[config.mk]
export PLATFORM = sky130hd
export DESIGN_NAME = vga_timing_gen
export DESIGN_NICKNAME = d
export VERILOG_FILES = /design/src/rtl/vga_timing_pkg.sv /design/src/rtl/pixel_tick_div.sv /design/src/rtl/vga_timing_gen.sv
export SDC_FILE = /design/constraint.sdc
export NUM_CORES = 1
export LEC_CHECK = 0
export BUFFER_PORTS_ARGS = -buffer_cell sky130_fd_sc_hd__buf_4
export CORE_UTILIZATION = 43
export DETAILED_ROUTE_END_ITERATION = 10
export SLEW_MARGIN = 20
export SYNTH_ARGS = -nofsm -noshare
export SYNTH_HDL_FRONTEND = slang
export SYNTH_HIERARCHICAL = 1
export SYNTH_SLANG_ARGS = --single-unit
[constraint.sdc]
create_clock -name Pclk -period 3.92 [get_ports Pclk]
set_input_delay 0.392 -clock Pclk [delete_from_list [all_inputs] [get_ports Pclk]]
set_output_delay 0.392 -clock Pclk [all_outputs]
set_load 0.02 [all_outputs]
[src/rtl/vga_timing_pkg.sv]
// Shared VGA timing constants and helpers for the raster-scan initiator.
// Default timing is 640x480@60 with a 100 MHz Pclk divided by 4.
package vga_timing_pkg;

  localparam int unsigned COORD_W = 10;

  localparam int unsigned DEF_H_ACTIVE = 640;
  localparam int unsigned DEF_H_FP     = 16;
  localparam int unsigned DEF_H_SYNC   = 96;
  localparam int unsigned DEF_H_BP     = 48;
  localparam int unsigned DEF_V_ACTIVE = 480;
  localparam int unsigned DEF_V_FP     = 10;
  localparam int unsigned DEF_V_SYNC   = 2;
  localparam int unsigned DEF_V_BP     = 33;
  localparam int unsigned DEF_CLK_DIV  = 4;

  localparam int unsigned H_TOTAL = DEF_H_ACTIVE + DEF_H_FP + DEF_H_SYNC + DEF_H_BP;
  localparam int unsigned V_TOTAL = DEF_V_ACTIVE + DEF_V_FP + DEF_V_SYNC + DEF_V_BP;

  localparam int unsigned COORD_LIMIT = 1 << COORD_W;

  // Half-open window test lo <= c < hi, done at 32 bits so hi may equal COORD_LIMIT.
  function automatic logic in_window(input logic [COORD_W-1:0] c,
                                     input int unsigned lo,
                                     input int unsigned hi);
    int unsigned cu;
    cu = 32'(c);
    return (cu >= lo) && (cu < hi);
  endfunction

endpackage

[src/rtl/pixel_tick_div.sv]
// Pixel clock-enable divider: pix_tick is high during the Pclk cycle whose
// closing edge advances the raster by one pixel (every CLK_DIV cycles).
module pixel_tick_div #(
  parameter int unsigned CLK_DIV = 4
) (
  input  logic Pclk,
  input  logic rst_n,
  output logic pix_tick
);

  localparam int unsigned DivW = (CLK_DIV > 1) ? $clog2(CLK_DIV) : 1;
  localparam logic [DivW-1:0] DivMax = DivW'(CLK_DIV - 1);

  if (CLK_DIV < 1) begin : g_bad_div
    $error("pixel_tick_div: CLK_DIV must be >= 1");
  end

  logic [DivW-1:0] div_q, div_d;

  assign pix_tick = (div_q == DivMax);

  always_comb begin
    div_d = div_q + 1'b1;
    if (pix_tick) div_d = '0;
  end

  always_ff @(posedge Pclk) begin
    if (!rst_n) div_q <= '0;
    else        div_q <= div_d;
  end

endmodule

[src/rtl/vga_timing_gen.sv]
// VGA raster timing generator: pixel enable, xx/yy/aactive stream, sync pins and strobes.
// Optional frame_cnt output is enabled by defining VGA_TIMING_FRAME_COUNT_EN.
module vga_timing_gen
  import vga_timing_pkg::*;
#(
  parameter int unsigned H_ACTIVE  = DEF_H_ACTIVE,
  parameter int unsigned H_FP      = DEF_H_FP,
  parameter int unsigned H_SYNC    = DEF_H_SYNC,
  parameter int unsigned H_BP      = DEF_H_BP,
  parameter int unsigned V_ACTIVE  = DEF_V_ACTIVE,
  parameter int unsigned V_FP      = DEF_V_FP,
  parameter int unsigned V_SYNC    = DEF_V_SYNC,
  parameter int unsigned V_BP      = DEF_V_BP,
  parameter int unsigned CLK_DIV   = DEF_CLK_DIV,
  parameter bit          HSYNC_POL = 1'b0,
  parameter bit          VSYNC_POL = 1'b0
) (
  input  logic               Pclk,
  input  logic               rst_n,
  output logic               pix_tick,
  output logic [COORD_W-1:0] xx,
  output logic [COORD_W-1:0] yy,
  output logic               aactive,
  output logic               hsync,
  output logic               vsync,
  output logic               line_start,
`ifdef VGA_TIMING_FRAME_COUNT_EN
  output logic [7:0]         frame_cnt,
`endif
  output logic               frame_start
);

  localparam int unsigned HTotal = H_ACTIVE + H_FP + H_SYNC + H_BP;
  localparam int unsigned VTotal = V_ACTIVE + V_FP + V_SYNC + V_BP;
  localparam logic [COORD_W-1:0] HMax = COORD_W'(HTotal - 1);
  localparam logic [COORD_W-1:0] VMax = COORD_W'(VTotal - 1);
  localparam int unsigned HSyncLo = H_ACTIVE + H_FP;
  localparam int unsigned HSyncHi = H_ACTIVE + H_FP + H_SYNC;
  localparam int unsigned VSyncLo = V_ACTIVE + V_FP;
  localparam int unsigned VSyncHi = V_ACTIVE + V_FP + V_SYNC;

  if (HTotal > COORD_LIMIT || VTotal > COORD_LIMIT) begin : g_bad_total
    $error("vga_timing_gen: H_TOTAL and V_TOTAL must be <= 1024");
  end

  logic adv;

  pixel_tick_div #(
    .CLK_DIV(CLK_DIV)
  ) u_pixel_tick_div (
    .Pclk    (Pclk),
    .rst_n   (rst_n),
    .pix_tick(adv)
  );

  logic [COORD_W-1:0] h_q, h_d, v_q, v_d;
  logic               line_wrap, frame_wrap;

  always_comb begin
    h_d = h_q;
    v_d = v_q;
    if (adv) begin
      if (h_q == HMax) begin
        h_d = '0;
        v_d = (v_q == VMax) ? '0 : v_q + 1'b1;
      end else begin
        h_d = h_q + 1'b1;
      end
    end
    line_wrap  = adv && (h_d == '0);
    frame_wrap = line_wrap && (v_d == '0);
  end

  // Outputs are decoded from the next-state counters so they all move on the tick edge.
  always_ff @(posedge Pclk) begin
    if (!rst_n) begin
      h_q         <= HMax;
      v_q         <= VMax;
      pix_tick    <= 1'b0;
      xx          <= '0;
      yy          <= '0;
      aactive     <= 1'b0;
      hsync       <= ~HSYNC_POL;
      vsync       <= ~VSYNC_POL;
      line_start  <= 1'b0;
      frame_start <= 1'b0;
    end else begin
      h_q         <= h_d;
      v_q         <= v_d;
      pix_tick    <= adv;
      line_start  <= line_wrap;
      frame_start <= frame_wrap;
      if (adv) begin
        xx      <= h_d;
        yy      <= v_d;
        aactive <= in_window(h_d, 0, H_ACTIVE) && in_window(v_d, 0, V_ACTIVE);
        hsync   <= in_window(h_d, HSyncLo, HSyncHi) ? HSYNC_POL : ~HSYNC_POL;
        vsync   <= in_window(v_d, VSyncLo, VSyncHi) ? VSYNC_POL : ~VSYNC_POL;
      end
    end
  end

`ifdef VGA_TIMING_FRAME_COUNT_EN
  always_ff @(posedge Pclk) begin
    if (!rst_n)          frame_cnt <= '0;
    else if (frame_wrap) frame_cnt <= frame_cnt + 8'd1;
  end
`endif

endmodule

==> results list <==
* Critical Path Stages: 7
* Yosys warns: 6
- Largest net degree at the start of global routing: 31
- During placement, the flow inserted port buffers numbering 27.
- Share of post-route cells with drive strength above 1: 0.142
- Post-route setup TNS: 0 ns
- The core region is 5200 sq um.
* Clock Pin Slew Worst Setup and Hold Paths: 0.08 ns
- For this design the ratio of total power to cell area is 403 nW/um^2.
- Die Width: 76.4 um
- After detailed routing, the number of remaining DRC violations is 0.
- Clock share of power: 0.309
* Worst-path cell with the longest stage delay: nor3_1
- Post-Syn Instances: 287
- Fin. max-slew vios: 0
- Synth Net Count: 293
- For this run, the total global-route usage over all layers was measured as 0.200.
* Headroom to the max-slew limit: 0.618
- The number of hold buffers added after CTS was 0.
* Effective utilization at floorplan: 0.457
- Max Clk Rate: 384 MHz
* Number of top-level design ports: 28
* Initial detailed-routing violation count: 270
- By area the synthesized netlist is led by dfxtp_1, nor2_1, xnor2_1.
* GR Overflow Total: 0
* Total CTS buffers: 5
* Number of buffers on the longest clock path: 2
- Sequential-to-total area share from yosys stat: 0.404
* DIE HEIGHT: 76.4 um
- Arrival time at the worst endpoint: 2.78 ns
* Detailed-router iteration count before antenna repair: 4
- Row generation in the floorplan step produced 26 rows.
- First-pass GRT wire length: 9280 um
- The final route contains 2,119 vias.
* Post-CTS setup-driven buffer insertion count: 0
- Critical path launch point type: register
* Flip-flop cell with the highest count after synthesis: dfxtp_1
- The flow ran to the end, and the final reports show no timing, DRC or antenna violations.
- dfxtp_1 takes more of the synthesized area than any other cell.
- Worst stage delay on the critical path: 0.46 ns
- In the post-synthesis netlist, the cell with the most instances is dfxtp_1.
- Sequential Power Share: 0.488
- Post-Syn Area per Cell: 8.29 sq um
- met1 is the most crowded layer.
* TritonCTS sink count: 48
- Antenna violations before repair: 0
- Number of placed instances, taps included: 367
- The count of cells in the finished layout, fillers not included, comes to 373.
- ANT nets after route: 0
- Along the worst path, the maximum fanout reaches 8.
- Wires add up to 5690 um.
- Synth cell count leaders: dfxtp_1, nor2_1, nand2_1
- Area growth, synth to finish: 14.0%
- Proportion of register bits with asynchronous set or reset after synthesis: 0
* RSZ-0062 raised after global routing: no
- Final clock period utilization by the worst path: 0.664
- Class of the worst hold path: in2reg
- Setup violations remaining at the end of the flow were counted as 0.
* Hold Path Depth: 2
* Buffers plus inverters on the worst setup path: 0
* Hold Violations, Final: 0
* Number of maximum-capacitance constraint violations: 0
* Routability congestion estimate from global placement: 0.862
- Using the TritonRoute via totals, the vias-per-cell ratio works out to 5.68.
- Peak VDD IR: 0.225 mV
- The share of synthesized area in the top cell type comes to 0.404.
- Post-detail-place hpwl: 3990 um
- Number of enable-type register cells in the synthesized netlist: 0
- Met1 usage in global routing: 0.305
- Between clock sinks in the finished design, the worst skew comes to 0.00362 ns.
- The clock reaches the later pin of the worst-skew pair after 0.30 ns.
* Final cell utilization of the core: 0.521
- Post-DR wirelength/cell: 15.2 um
- Data required time of the worst path: 4.10 ns
- Count of state elements after synthesis: 48
- The worst setup path is of the reg2reg kind.
* TritonCTS clock tree: done
* Share of power burned in combinational logic: 0.203
- Number of nets in the layout: 310
- The internal portion of the total power is 0.775 mW.
- Yosys mapped the design onto 54 distinct sky130hd cell types.
* Vias in the first global route: 1,852
- Global routing usage on met2: 0.279
- Traced cell by cell, the critical path runs through ha_1 -> and4_1 -> nand2_1 -> nor3_1 -> a21boi_1 -> nor4b_2 -> o41ai_2.
- Combined area of all synthesized cells: 2380 sq um
- Die Footprint: 5840 sq um
- STA classifies the critical path endpoint as a register.
* Buffer cell driving the clock tree root: clkbuf_8
- The worst register-to-register path has a depth of 7.
* Count of instances resized after the clock tree is built: 0
* Largest delay share family, worst path: simple AND/OR/NAND/NOR gates
- Time the worst path needs with I/O delays and setup: 2.60 ns
- Met3 Usage GRT: 0.0359
* Worst Tran Pin Value: 0.571 ns
* Sw power: 0.318 mW
* Antenna diode count: 0
- H-tree level count: 2
- Of the total power, the share spent switching nets is 0.291.
* Static power due to leakage: 1.05 nW
layout by cell type, fill, tap and decap left out, types with 4 or more instances in the layout:
master | synthesis | final
o21ai_0 | 13 | 13
buf_4 | 0 | 31
nand2_1 | 25 | 25
xnor2_1 | 12 | 12
inv_1 | 8 | 8
a211oi_1 | 10 | 10
and4_1 | 4 | 4
nand3_1 | 8 | 8
nor3_1 | 8 | 8
a21oi_1 | 17 | 17
clkbuf_8 | 0 | 5
dfxtp_1 | 48 | 48
nand4_1 | 9 | 9
nor2_1 | 39 | 39
ha_1 | 4 | 4
path summary, 6_finish.rpt:
kind / slack [ns] / endpoint / from
worst max-delay path: 1.32 / aactive / h_q[0]
worst min-delay path: 0.37 / h_q[9] / rst_n
worst max register to register: 1.32 / aactive / h_q[0]
worst min register to register: 0.45 / u_pixel_tick_div/div_q[0] / u_pixel_tick_div/div_q[0]
flip-flops by register name (all words and copies together) (netlist names):
name	cells
frame_start	1
v_q	10
u_pixel_tick_div/div_q	2
vsync	1
yy	10
hsync	1
aactive	1
h_q	10
xx	10
line_start	1
pix_tick	1
cells by family (layout without fill, tap and decap cells):
family                   count (synthesis)  in the layout  share of synthesized area
buffers and inverters                   29             45                     0.0489
AND/OR/NAND/NOR                        122            122                      0.272
AO/OA/AOI/OAI                           68             68                      0.194
flip-flops                              48             48                      0.404
multiplexers                             3              3                     0.0126
XOR/XNOR                                13             13                     0.0478
adder cells (fa/ha/maj)                  4              4                     0.0210
power groups by stage:
stage	clock network [mW]	logic, mW	registers (mW)
finish	0.337	0.222	0.534
global route	0.368	0.245	0.538
CTS	0.350	0.220	0.534
detailed placement	0	0.217	0.545
global placement	0	0.218	0.545
floorplan	0	0.154	0.549
layer usage:
layer	part of all wire	wire, um
met4	0.016	91
met2	0.41	2320
met3	0.044	251
met5	0	0
met1	0.53	3020
cell type report:
type                            count  area [sq um]
Timing Repair Buffer               31           233
Fill cell                         510          2490
Clock buffer                        5          68.8
Tap cell                           70          87.6
Clock inverter                      1          30.0
Inverter                            8          30.0
Sequential cell                    48           961
Multi-Input combinational cell    210          1300
stage by stage:
stage / hold WS [ns] / setup WS (ns) / area, sq um / total power [mW]
floorplan: 0.419 / 1.74 / 2380 / 0.703
finish: 0.368 / 1.32 / 2710 / 1.09
global route: 0.372 / 1.09 / 2710 / 1.15
detailed placement: 0.442 / 1.35 / 2610 / 0.762
CTS: 0.353 / 1.33 / 2710 / 1.10
global placement: 0.426 / 1.33 / 2610 / 0.763
Note: power is estimated with default switching activity, not from simulation.
